**config.mk**
```make
export PLATFORM = sky130hd
export DESIGN_NAME = regfile_mp
export DESIGN_NICKNAME = d
export VERILOG_FILES = /design/src/rtl/regfile_pkg.sv /design/src/rtl/regfile_clear_seq.sv /design/src/rtl/regfile_mp.sv
export SDC_FILE = /design/constraint.sdc
export NUM_CORES = 1
export LEC_CHECK = 0
export CAP_MARGIN = 0
export CORE_MARGIN = 2
export CORE_UTILIZATION = 40
export CTS_CLUSTER_SIZE = 24
export DETAILED_ROUTE_END_ITERATION = 7
export GPL_TIMING_DRIVEN = 0
export PLACE_DENSITY = 0.66
export SLEW_MARGIN = 5
export SYNTH_ARGS = -nofsm -noshare
export SYNTH_HDL_FRONTEND = slang
export SYNTH_SLANG_ARGS = --single-unit
export TNS_END_PERCENT = 10
```
**constraint.sdc**
```tcl
create_clock -name clk -period 3.23 [get_ports clk]
set_clock_uncertainty 0.2 [all_clocks]
set_input_delay 0.646 -clock clk [delete_from_list [all_inputs] [get_ports clk]]
set_output_delay 0.646 -clock clk [all_outputs]
set_load 0.005 [all_outputs]
```
**src/rtl/regfile_pkg.sv**
```systemverilog
// Shared register-file types and default geometry for decoder, ALU and regfile.
package regfile_pkg;

    typedef enum logic {
        RF_CLEAR = 1'b0,
        RF_READY = 1'b1
    } rf_state_t;

    localparam int RF_DEF_WIDTH = 16;
    localparam int RF_DEF_NREGS = 16;

endpackage

```
**src/rtl/regfile_clear_seq.sv**
```systemverilog
// Clear sequencer: sweeps zeroes through the array after reset or clear_req, gates writes.
// Latency: one register cleared per cycle, ready after NREGS cycles.
// Backpressure: none; writes arriving while not accepting are flagged for wr_drop.
module regfile_clear_seq
    import regfile_pkg::*;
#(
    parameter int NREGS = RF_DEF_NREGS
) (
    input  logic                     clk,
    input  logic                     reset,
    input  logic                     clear_req,
    input  logic                     wr_en,
    output logic                     ready,
    output logic                     clr_we,
    output logic [$clog2(NREGS)-1:0] clr_addr,
    output logic                     wr_ok,
    output logic                     wr_discard
);

    localparam int REGBITS = $clog2(NREGS);

    rf_state_t          state_q, state_d;
    logic [REGBITS-1:0] cnt_q, cnt_d;

    always_ff @(posedge clk or negedge reset) begin
        if (!reset) begin
            state_q <= RF_CLEAR;
            cnt_q   <= '0;
        end else begin
            state_q <= state_d;
            cnt_q   <= cnt_d;
        end
    end

    // Counter wraps to 0 on the last clear because NREGS is a power of two.
    always_comb begin
        state_d = state_q;
        cnt_d   = cnt_q;
        case (state_q)
            RF_CLEAR: begin
                cnt_d = cnt_q + 1'b1;
                if (cnt_q == REGBITS'(NREGS - 1)) state_d = RF_READY;
            end
            RF_READY: begin
                if (clear_req) begin
                    state_d = RF_CLEAR;
                    cnt_d   = '0;
                end
            end
            default: state_d = RF_CLEAR;
        endcase
    end

    always_comb begin
        ready      = (state_q == RF_READY);
        clr_we     = (state_q == RF_CLEAR);
        clr_addr   = cnt_q;
        wr_ok      = wr_en && (state_q == RF_READY) && !clear_req;
        wr_discard = wr_en && ((state_q == RF_CLEAR) || clear_req);
    end

endmodule

```
**src/rtl/regfile_mp.sv**
```systemverilog
// Two-read/one-write register file with self-clearing sweep; REGFILE_BYPASS_EN selects write-first reads.
// Latency: reads 1 cycle (registered). Backpressure: none; writes outside READY are dropped and flagged on wr_drop.
module regfile_mp
    import regfile_pkg::*;
#(
    parameter int WIDTH = RF_DEF_WIDTH,
    parameter int NREGS = RF_DEF_NREGS
) (
    input  logic                     clk,
    input  logic                     reset,
    input  logic                     clear_req,
    input  logic                     wr_en,
    input  logic [$clog2(NREGS)-1:0] wr_addr,
    input  logic [WIDTH-1:0]         wr_data,
    input  logic [$clog2(NREGS)-1:0] rd_addr1,
    input  logic [$clog2(NREGS)-1:0] rd_addr2,
    output logic [WIDTH-1:0]         rd_data1,
    output logic [WIDTH-1:0]         rd_data2,
    output logic                     ready,
    output logic                     wr_drop
);

    localparam int REGBITS = $clog2(NREGS);

    logic               clr_we;
    logic [REGBITS-1:0] clr_addr;
    logic               wr_ok;
    logic               wr_discard;

    logic [WIDTH-1:0]   mem_q [NREGS];
    logic [WIDTH-1:0]   rd1_q, rd1_d;
    logic [WIDTH-1:0]   rd2_q, rd2_d;
    logic               drop_q;

    regfile_clear_seq #(.NREGS(NREGS)) u_clear_seq (
        .clk        (clk),
        .reset      (reset),
        .clear_req  (clear_req),
        .wr_en      (wr_en),
        .ready      (ready),
        .clr_we     (clr_we),
        .clr_addr   (clr_addr),
        .wr_ok      (wr_ok),
        .wr_discard (wr_discard)
    );

    // Storage is deliberately not reset; the sweep provides the zero state.
    always_ff @(posedge clk) begin
        if (clr_we)     mem_q[clr_addr] <= '0;
        else if (wr_ok) mem_q[wr_addr]  <= wr_data;
    end

    always_comb begin
        rd1_d = mem_q[rd_addr1];
        rd2_d = mem_q[rd_addr2];
`ifdef REGFILE_BYPASS_EN
        if (wr_ok && (wr_addr == rd_addr1)) rd1_d = wr_data;
        if (wr_ok && (wr_addr == rd_addr2)) rd2_d = wr_data;
`endif
        if (clr_we) begin
            rd1_d = '0;
            rd2_d = '0;
        end
    end

    always_ff @(posedge clk or negedge reset) begin
        if (!reset) begin
            rd1_q  <= '0;
            rd2_q  <= '0;
            drop_q <= 1'b0;
        end else begin
            rd1_q  <= rd1_d;
            rd2_q  <= rd2_d;
            drop_q <= wr_discard;
        end
    end

    assign rd_data1 = rd1_q;
    assign rd_data2 = rd2_q;
    assign wr_drop  = drop_q;

endmodule

```
==> summary by stage, run 1 <==
Global route
The number of antenna violations at the first check in global routing came to 0. The first global-routing pass estimated 56.4 mm of wire. The number of global-route vias before repair is 8539. For this run, the total global-route usage over all layers was measured as 22.1%.

The pin count of the biggest net entering global routing is 23. The global route total overflow is 0.

STA
In the finished design, the share of the clock period the worst path needs comes to 100%. Headroom to the max-slew limit came out at 33.2%. The count of pins over their slew limit was 0. The smallest setup slack after layout is -0.00391 ns.

The worst hold slack after final layout is 0.380 ns. The final-layout setup total negative slack is -0.0161 ns. The slew of the pin with the lowest slew margin is 1.00 ns. The highest clock frequency the design can meet is 309 MHz. The time the final worst path needs with I/O delays and setup is 3.23 ns. The total of endpoints with negative setup slack in the final report is 7. Setup repair after global routing could not meet its margin everywhere. The hold violation count in the final report is 0.

Layout
The layout-stage area growth over the synthesis result is 18.2%. Cells with a size suffix above 1 make up 14.3% of the layout. The final layout contains 997 nets. The final-layout fill cell count is 2895.

Setup path
In this run the worst setup path begins at u_clear_seq.ready. The critical path crosses 7 cells after its start point. The capture point of the worst path is mem_q[14][14]. The cell type group with the largest total delay on the critical path is buffers and inverters. Among all stages on the critical path, the largest delay is contributed by nor2_2. STA classifies the critical path endpoint as a register. The worst register-to-register path has a setup slack of -0.004 ns.

The critical path goes through clkbuf_1 -> and3b_1 -> buf_2 -> clkbuf_1 -> a31oi_1 -> nor2_2 -> buf_8. The number of cells on the worst reg-to-reg path is 7. Together, buffers and inverters on the worst path number 4. The data required time at the worst endpoint is 3.30 ns. The startpoint of the worst-slack reg-to-reg timing path is u_clear_seq.ready. For this run, the slowest stage of the critical path takes 0.62 ns. The worst register-to-register path ends at mem_q[14][14]. Of all nets on the critical path, the largest fanout is 10. The setup path with the least slack is of type register to register.

The cell repeated most along the worst path is clkbuf_1. The arrival time of the worst setup path is 3.30 ns. The sort of element at the start of the critical path is a register.

Power and ir drop
Net switching is 28.3% of the power. The net switching power is 3.06 mW. Cell internal power was estimated by the tool at 7.75 mW.

Per report_power, the clock group accounts for 31.3% of the total. The worst vdd rail ir drop is 0.323 mV. The analysis attributes to cell leakage a power of 5.87 nW. The part of the power in combinational logic is 20.9%. Sequential cells account for 47.8% of the total power. The power density normalized to cell area is 680 mW/mm².

Synth
Averaged over all synthesized cells, the footprint is 15.8 µm². The commonest register cell after synthesis is edfxtp_1. The share of synthesized flip-flops with an asynchronous set or reset is 12.9%.

The post-synthesis cell count is 854. The post-synthesis instance area is 0.0135 mm². Counting distinct cell types in the post-synthesis netlist gives 39. The synthesized design contains 294 register bits.

The synthesized design contains 256 enable-type register cells. The number of nets in the synthesized netlist is 887. Sequential elements use 64.2% of the synthesized area. Yosys printed 0 warnings.

Place
The total half-perimeter wirelength after legalization and detailed placement is 27.2 mm. In this run the tool buffered the top-level ports with 60 buffer cells. The placement-stage worst setup slack is -0.399 ns.

Routability-driven placement finished with a final weighted congestion of 0.848.

Clock tree
The insertion delay of the later-clocked pin in the worst-skew pair is 0.56 ns. The number of H-tree branching levels is 1. Clock-pin slew was measured on the worst setup and hold paths at 0.06 ns. No sink is reached through more buffers than the 3 on the longest clock path. Counting every sink on the clock net gives 294. The root buffer cell chosen for the clock tree is clkbuf_16.

The TritonCTS clock tree is built. The number of CTS-inserted buffers is 30.

Floorplanning
The die covers 0.0351 mm². The placeable core area is 0.0334 mm². The row count is 67.

The initial core utilization is 40.3%. The die is 187 µm wide. The height of the die is 187 µm.

The I/O pin count is 66.

Detailed routing
Using the TritonRoute via totals, the vias-per-cell ratio works out to 5.93. The number of design-rule violations left by the first detailed-router iteration is 1058. Detailed routing inserted a total of 8529 vias. The aggregate routed wire length is 39.1 mm.

The first detailed-routing pass took 5 iterations. The average wire length per cell after detail routing is 27.2 µm. The count of unresolved DRC violations after routing is 0. The count of nets left with antenna violations once routing finished came out at 0.

Status
The checks that failed: negative setup slack. The flow ran to the end, but the final reports show violations.

Run
The total of max-cap violations is 0.

Worst hold path
The min-delay analysis places its worst path in the category input pin to asynchronous set/reset pin.
==> final cells by class <==
cell class	instances	area, µm²	share of cell area (%)
clock inverter	11	98.8	0.622
multi-input combinational	491	4460	28.0
timing repair buffer	78	891	5.60
sequential	294	8640	54.3
tap	448	561	3.52
buffer	63	378	2.38
inverter	6	22.5	0.142
antenna	3	7.51	0.0472
clock buffer	45	848	5.33
==> layer usage <==
layer	wire [µm]	up-vias	global-route usage, %
li1	-	3634	-
met1	15600	4337	29.2
met2	18500	469	36.2
met3	3480	89	4.48
met4	1510	0	8.24
met5	0	-	0
==> worst min path at each step <==
stage                            startpoint                      end  slack, ns  depth (start not counted)
floorplan                             reset              rd_data1[0]       0.15                          0
global placement    u_clear_seq.clr_addr[2]  u_clear_seq.clr_addr[2]       0.37                          1
detailed placement  u_clear_seq.clr_addr[2]  u_clear_seq.clr_addr[2]       0.37                          1
CTS                                   reset  u_clear_seq.clr_addr[1]       0.39                          2
global route                          reset  u_clear_seq.clr_addr[1]       0.42                          2
finish                                reset  u_clear_seq.clr_addr[0]       0.38                          2
==> synth_stat cells (2+ instances only) <==
library cell | count | area (µm²)
nand2_1 | 47 | 176
a22o_1 | 3 | 26.3
nor3b_1 | 3 | 22.5
a221oi_1 | 11 | 96.3
edfxtp_1 | 256 | 7690
and2_1 | 20 | 125
nor2_1 | 26 | 97.6
o21ai_0 | 24 | 120
buf_8 | 2 | 30.0
nand2b_1 | 16 | 100
buf_6 | 5 | 56.3
a21oi_1 | 7 | 35.0
nand3_1 | 18 | 90.1
a22oi_1 | 68 | 510
mux2i_1 | 162 | 1620
dfrtp_1 | 38 | 951
buf_1 | 5 | 18.8
o211ai_1 | 7 | 52.6
inv_1 | 6 | 22.5
a211oi_1 | 4 | 30.0
clkbuf_1 | 26 | 97.6
o22ai_1 | 6 | 37.5
mux4_2 | 35 | 788
o32a_1 | 2 | 20.0
mux4_1 | 12 | 315
buf_4 | 14 | 105
nor2b_1 | 7 | 43.8
a31oi_1 | 5 | 31.3
buf_2 | 9 | 45.0
==> cells in the final DEF (no fill, tap or decap), drive strengths merged, types with 4 or more instances in the layout <==
| cell | count |
|---|---|
| edfxtp | 256 |
| mux2i | 162 |
| clkbuf | 72 |
| a22oi | 68 |
| clkdlybuf4s50 | 59 |
| buf | 54 |
| nand2 | 47 |
| mux4 | 47 |
| dfrtp | 38 |
| nor2 | 26 |
| o21ai | 24 |
| and2 | 20 |
| nand3 | 18 |
| nand2b | 16 |
| a221oi | 11 |
| clkinv | 9 |
| nor2b | 7 |
| a21oi | 7 |
| o211ai | 7 |
| inv | 6 |
| o22ai | 6 |
| a31oi | 5 |
| a211oi | 4 |
==> kinds of logic (layout without fill, tap and decap cells) <==
family,Yosys count,after routing,share of synthesized area (%)
flops,294,294,64.2
mux,210,210,20.3
simple gates,139,139,4.98
xor+xnor,1,1,0.0651
other cells,0,3,0
compound gates,140,140,7.33
buf+inv,69,203,2.98
fa+ha+maj,1,1,0.0930
==> timing repair <==
action                     CTS  global route
buffers inserted             0             0
gates resized for setup      0             1
hold endpoints to repair    16             0
hold buffers                 1             0
setup endpoints to repair    0           124
==> per-stage QoR <==
stage	util (%)	cell area (µm²)	instances	total power, mW
after CTS	47.6	15900	1436	10.8
after floorplan	-	13500	854	6.34
after global placement	43.8	14600	1362	7.18
final	47.7	15900	1439	10.8
after global routing	47.6	15900	1436	11.2
after detailed placement	44.8	14900	1379	7.47
==> power by group through the flow <==
stage               registers [mW]  clock network [mW]  logic, mW
floorplan                     5.17                   0       1.16
global route                  5.24                3.55       2.38
finish                        5.17                3.38       2.26
CTS                           5.17                3.39       2.23
detailed placement            5.24                   0       2.23
global placement              5.23                   0       1.94
==> worst register-to-register path: stages, from the launching register on <==
cell	delay, ns
dfrtp_1	0.34
clkbuf_1	0.33
and3b_1	0.22
buf_2	0.20
clkbuf_1	0.42
a31oi_1	0.36
nor2_2	0.62
buf_8	0.24
==> flip-flops by register name (all words and copies together) (netlist names) <==
name                  count
u_clear_seq.clr_addr      4
wr_drop                   1
mem_q                   256
rd_data1                 16
u_clear_seq.ready         1
rd_data2                 16
No activity file was read; power rests on OpenSTA's default activity.
==> inputs of run 2 (changes only) <==
- SETUP_SLACK_MARGIN: unset -> 0.1
==> summary by stage, run 2 (same netlist as run 1, synthesis figures left out) <==
Layout
The filler-free cell count of the finished design is 1438 (was 1439). The top register by number of flip-flops is mem_q (unchanged). The flip-flop count of the largest register after layout is 256 (unchanged). The total non-filler cell area in the finished layout is 0.0160 mm² (was 0.0159 mm²). The final-layout fill cell count is 2888 (was 2895). The layout-stage area growth over the synthesis result came to 18.6% (was 18.2%). The ratio of cells with drive above 1 in the final layout is 14.5% (was 14.3%). The layout net count is 997 (unchanged). The most common library cell in the layout ignoring fill and taps is edfxtp_1 (unchanged).

Leading cell types in the layout, fill and taps excluded: 256 x edfxtp_1, 162 x mux2i_1, 68 x a22oi_1 (unchanged).

Setup path
The critical path start-end classification was input pin to register (was register to register). The delay of the slowest cell on the worst path was 0.65 ns (was 0.62 ns). The number of cells on the critical path is 7 (unchanged). The count of buffer and inverter cells on the critical path was 3 (was 4). Critical-path cell list: clkdlybuf4s50_1 -> nor2b_1 -> clkbuf_1 -> buf_1 -> a22oi_1 -> nand3_1 -> o21ai_0 (was clkbuf_1 -> and3b_1 -> buf_2 -> clkbuf_1 -> a31oi_1 -> nor2_2 -> buf_8). The cell type group with the largest total delay on the critical path is buffers and inverters (unchanged). The largest driver fanout on the critical path is 10 (unchanged). The arrival time of the worst setup path is 3.17 ns (was 3.30 ns). The number of cells on the worst reg-to-reg path was 7 (unchanged). The capturing element type of the critical path is a register (unchanged). The data required time at the worst endpoint is 3.40 ns (was 3.30 ns). The standard cell with the maximum stage delay on the critical path is buf_1 (was nor2_2). The sort of element at the start of the critical path is an input pin (was register).

Power and ir drop
The worst vdd rail ir drop is 0.323 mV (about the same). The sequential share of power is 47.6% (was 47.8%). The share of power burned in the clock network is 31.1% (was 31.3%). The net switching power came to 3.11 mW (was 3.06 mW). The static leakage came to 5.88 nW (was 5.87 nW). The internal power of the cells is 7.76 mW (was 7.75 mW). The switching share of power is 28.6% (was 28.3%). The part of the power in combinational logic came to 21.3% (was 20.9%). The power density normalized to cell area is 681 mW/mm² (was 680 mW/mm²).

Detailed routing
The count of unresolved DRC violations after routing is 0 (unchanged). The count of nets left with antenna violations after detail routing is 0 (unchanged). The average wire length per cell after detail routing was 27.2 µm (about the same). The post-detailed-route via-to-cell ratio is 5.93 (about the same).

The total number of vias is 8527 (was 8529). The aggregate routed wire length is 39.1 mm (about the same). The detailed-routing iteration count for the pre-antenna-repair pass came to 5 (unchanged). The number of design-rule violations left by the first detailed-router iteration is 1147 (was 1058).

Place
The number of port buffers was 60 (unchanged). The number of cells after detailed placement is 1379 (unchanged). The placed cell area is 0.0149 mm² (unchanged).

The placer congestion estimate is 0.848 (unchanged). The total half-perimeter wirelength after legalization and detailed placement is 27.2 mm (unchanged).

Global route
The number of global-route vias before repair is 8539 (unchanged). The number of antenna violations at the first check in global routing is 0 (unchanged). The global route total overflow is 0 (unchanged). The global-route wire length before repair came to 56.4 mm (unchanged). The pin count of the biggest net entering global routing is 23 (unchanged). The combined global-route utilization of all metal layers is 22.1% (unchanged).

Floorplanning
The total die area was 0.0351 mm² (unchanged). The chip width is 187 µm (unchanged). The height of the die is 187 µm (unchanged). The initial core utilization was 40.3% (unchanged). The placeable core area is 0.0334 mm² (unchanged). The row count came to 67 (unchanged). The I/O pin count came to 66 (unchanged).

STA
RSZ-0062 raised after global routing: no (was yes). The total of endpoints with negative setup slack in the final report is 0 (was 7). The ratio of final minimum period to clock period is 92.8% (was 100%). The worst hold slack after final layout is 0.386 ns (was 0.380 ns). The time the final worst path needs with I/O delays and setup came to 3.00 ns (was 3.23 ns). The count of pins over their slew limit was 0 (unchanged). The slew of the pin with the lowest slew margin was 1.00 ns (about the same). The relative max-transition margin is 33.2% (about the same). The hold violation count in the final report is 0 (unchanged). The highest clock frequency the design can meet came to 334 MHz (was 309 MHz).

Clock tree
The TritonCTS clock tree is built (unchanged). The number of H-tree branching levels is 1 (unchanged). The maximum buffer depth of the clock tree is 3 (unchanged). The post-CTS setup-driven buffer insertion count is 0 (unchanged).

The number of CTS-inserted buffers is 30 (unchanged). The clock-pin slew of the registers on the worst-case setup and hold paths is 0.06 ns (about the same). The CTS root buffer is clkbuf_16 (unchanged). The insertion delay of the later-clocked pin in the worst-skew pair came to 0.56 ns (about the same). The count of clock tree sinks is 294 (unchanged).

Status
Status: finished clean (was finished, violations left).

Run
The total of max-cap violations came to 0 (unchanged).

Worst hold path
The path class of the lowest-slack min-delay path is input pin to asynchronous set/reset pin (unchanged).
-- run 2: worst paths after layout --
path	start	to	slack, ns
max in group asynchronous	reset	rd_data2[4]	1.93
worst max-delay path	rd_addr1[1]	rd_data1[11]	0.23
min in group clk	u_clear_seq.clr_addr[2]	u_clear_seq.clr_addr[2]	0.39
worst min register to register	u_clear_seq.clr_addr[2]	u_clear_seq.clr_addr[2]	0.39
worst min-delay path	reset	u_clear_seq.clr_addr[0]	0.39
worst max register to register	u_clear_seq.ready	mem_q[14][14]	0.32
-- run 2: cell type report --
cell class	instances	area [µm²]	share of cell area, %
Timing Repair Buffer	78	891	5.58
Inverter	6	22.5	0.141
Antenna cell	2	5.00	0.0314
Multi-Input combinational cell	491	4510	28.3
Clock buffer	45	848	5.32
Tap cell	448	561	3.51
Clock inverter	11	98.8	0.619
Buffer	63	379	2.38
Sequential cell	294	8640	54.1
-- run 2: routing by layer --
layer	vias to the layer above	routed length (µm)	track usage [%]	part of all wire, %
met2	442	18500	36.2	47
met5	-	0	0	0
li1	3635	-	-	-
met1	4367	15600	29.2	40
met3	83	3520	4.48	9.0
met4	0	1450	8.24	3.7
-- run 2: what timing repair did --
item                                    4_1_cts  5_1_grt
cloned                                        0        0
resized for setup                             0       14
pin swaps                                     0        0
endpoints found under the setup margin       50      179
hold buffers                                  1        0
endpoints found under the hold margin        16        0
-- run 2: stage by stage --
stage	TNS (ns)	power (mW)	utilization, %	setup slack (ns)
final	0	10.9	47.8	0.234
after global routing	0	11.2	47.8	0.150
after CTS	0	10.8	47.6	0.0162
after detailed placement	-52.48	7.47	44.8	-0.399
after global placement	-249.64	7.18	43.8	-1.09
after floorplan	0	6.34	-	0.509
-- run 2: worst reg2reg max path: stages (launching register included) --
cell      delay (ns)
dfrtp_1         0.37
clkbuf_1        0.21
and3b_1         0.25
buf_2           0.17
clkbuf_2        0.22
a31oi_1         0.77
nor2_4          0.24
buf_8           0.24
-- run 2: power by group through the flow --
stage                     Clock (mW)  Sequential [mW]  Combinational [mW]
after global placement             0             5.23                1.94
after floorplan                    0             5.17                1.16
final                           3.38             5.17                2.32
after global routing            3.55             5.23                2.44
after CTS                       3.39             5.17                2.23
after detailed placement           0             5.24                2.23
==> inputs of run 3 (changes only) <==
- CTS_CLUSTER_DIAMETER: unset -> 50
- SKIP_CTS_REPAIR_TIMING: unset -> 1
==> summary by stage, run 3 (same netlist as run 1, synthesis figures left out) <==
Run
The total of max-cap violations was 0 (unchanged).

Setup path
The capturing element type of the critical path was a register (unchanged). The largest driver fanout on the critical path is 10 (unchanged). The critical path start-end classification is input pin to register (unchanged). The data required time at the worst endpoint is 3.40 ns (about the same). The number of cells on the worst reg-to-reg path is 7 (unchanged). The arrival time of the worst setup path was 3.20 ns (was 3.17 ns). The sort of element at the start of the critical path is an input pin (unchanged).

Power and ir drop
The power density normalized to cell area is 681 mW/mm² (about the same). The part of the power in combinational logic came to 21.4% (was 21.3%). The net switching power is 3.25 mW (was 3.11 mW). The worst vdd rail ir drop is 0.385 mV (was 0.323 mV). The switching share of power was 30.0% (was 28.6%). The internal power of the cells is 7.61 mW (was 7.76 mW). The sequential share of power is 47.6% (about the same).

The share of power burned in the clock network is 31.1% (about the same). The static leakage came to 5.89 nW (was 5.88 nW).

Layout
The flip-flop count of the largest register after layout came to 256 (unchanged). The top register by number of flip-flops is mem_q (unchanged). The layout-stage area growth over the synthesis result is 18.6% (about the same). The filler-free cell count of the finished design came to 1434 (was 1438). The layout net count is 995 (was 997). Leading cell types in the layout, fill and taps excluded: 256 x edfxtp_1, 162 x mux2i_1, 68 x a22oi_1 (unchanged).

The most common library cell in the layout ignoring fill and taps is edfxtp_1 (unchanged). The ratio of cells with drive above 1 in the final layout was 15.3% (was 14.5%). The utilization after layout came to 47.8% (about the same).

Clock tree
The TritonCTS clock tree is built (unchanged). The maximum buffer depth of the clock tree was 3 (unchanged). The insertion delay of the later-clocked pin in the worst-skew pair came to 0.56 ns (about the same). The number of H-tree branching levels is 1 (unchanged). The count of clock tree sinks was 294 (unchanged).

The CTS root buffer is clkbuf_16 (unchanged). The number of CTS-inserted buffers is 28 (was 30). The clock-pin slew of the registers on the worst-case setup and hold paths came to 0.07 ns (was 0.06 ns).

STA
The smallest setup slack after layout came to 0.194 ns (was 0.234 ns). The total of endpoints with negative setup slack in the final report is 0 (unchanged). The slew of the pin with the lowest slew margin came to 1.01 ns (was 1.00 ns). The highest clock frequency the design can meet is 329 MHz (was 334 MHz).

RSZ-0062 raised after global routing: no (unchanged). The hold violation count in the final report came to 0 (unchanged). The worst hold slack after final layout is 0.392 ns (was 0.386 ns).

The time the final worst path needs with I/O delays and setup is 3.04 ns (was 3.00 ns). The ratio of final minimum period to clock period came to 94.0% (was 92.8%). The relative max-transition margin came to 32.9% (was 33.2%). The count of pins over their slew limit is 0 (unchanged). The final-layout setup total negative slack is 0 ns (unchanged).

Global route
The combined global-route utilization of all metal layers is 22.1% (about the same). The global-route wire length before repair came to 56.5 mm (was 56.4 mm). The pin count of the biggest net entering global routing is 23 (unchanged). The number of antenna violations at the first check in global routing is 0 (unchanged). The global route total overflow was 0 (unchanged). The number of global-route vias before repair is 8569 (was 8539).

Detailed routing
The total number of vias is 8576 (was 8527). The average wire length per cell after detail routing is 27.4 µm (was 27.2 µm). The count of nets left with antenna violations after detail routing is 0 (unchanged). The number of design-rule violations left by the first detailed-router iteration is 990 (was 1147). The aggregate routed wire length is 39.2 mm (was 39.1 mm). The post-detailed-route via-to-cell ratio is 5.98 (was 5.93).

The detailed-routing iteration count for the pre-antenna-repair pass is 5 (unchanged). The count of unresolved DRC violations after routing is 0 (unchanged).

Floorplanning
The I/O pin count is 66 (unchanged). The placeable core area came to 0.0334 mm² (unchanged). The total die area is 0.0351 mm² (unchanged). The chip width is 187 µm (unchanged).

The row count is 67 (unchanged). The initial core utilization is 40.3% (unchanged). The height of the die is 187 µm (unchanged).

Status
Status: finished clean (unchanged).

Place
The number of cells after detailed placement was 1379 (unchanged). The total half-perimeter wirelength after legalization and detailed placement is 27.2 mm (unchanged). The placement-stage worst setup slack is -0.399 ns (unchanged).

The placer congestion estimate is 0.848 (unchanged). The number of port buffers is 60 (unchanged).

Worst hold path
The hold path depth is 1. The path class of the lowest-slack min-delay path is register to register (was input pin to asynchronous set/reset pin).
[run 3: changes by cell type in the layout (fill, tap and decap cells not counted)]
cell,previous run,this run
clkbuf_8,2,0
clkinv_4,0,3
clkbuf_1,37,25
inv_6,0,4
inv_8,0,4
clkbuf_16,31,28
clkinv_2,4,3
clkinv_8,0,3
[run 3: metal layers]
metal	global-route usage, %	vias to the layer above	routed length (µm)
li1	-	3627	-
met1	29.7	4389	15500
met2	36.4	477	18700
met3	4.07	83	3700
met4	7.60	0	1380
met5	0	-	0
[run 3: power by group through the flow]
stage | sequential, mW | clock [mW] | combinational [mW]
2_1_floorplan | 5.17 | 0 | 1.16
3_3_place_gp | 5.23 | 0 | 1.94
3_5_place_dp | 5.24 | 0 | 2.23
4_1_cts | 5.16 | 3.41 | 2.23
5_1_grt | 5.23 | 3.56 | 2.44
6_report | 5.17 | 3.38 | 2.32
[run 3: metrics by stage]
step	area, µm²	power, mW
5_1_grt	16000	11.2
4_1_cts	15900	10.8
6_report	16000	10.9
3_3_place_gp	14600	7.18
2_1_floorplan	13500	6.34
3_5_place_dp	14900	7.47
[run 3: final cells by class]
cell class | count | area, µm²
Antenna cell | 2 | 5.00
Buffer | 63 | 379
Clock buffer | 28 | 701
Clock inverter | 24 | 249
Fill cell | 2893 | 17400
Inverter | 6 | 22.5
Multi-Input combinational cell | 491 | 4510
Sequential cell | 294 | 8640
Tap cell | 448 | 561
Timing Repair Buffer | 78 | 891
[run 3: worst paths after layout]
path                                          from                 endpoint  slack [ns]
min in group asynchronous                    reset  u_clear_seq.clr_addr[0]        0.40
max in group asynchronous                    reset              rd_data2[4]        1.92
setup / recovery                       rd_addr1[1]             rd_data1[11]        0.19
hold reg to reg            u_clear_seq.clr_addr[2]  u_clear_seq.clr_addr[2]        0.39
setup reg to reg                 u_clear_seq.ready            mem_q[13][11]        0.32
hold / removal             u_clear_seq.clr_addr[2]  u_clear_seq.clr_addr[2]        0.39
[run 3: worst max-delay path, cell delays in order]
cell and delay (ns):
clkdlybuf4s50_1 0.62, nor2b_1 0.16, clkbuf_1 0.54, buf_1 0.68, a22oi_1 0.17, nand3_1 0.19, o21ai_0 0.19
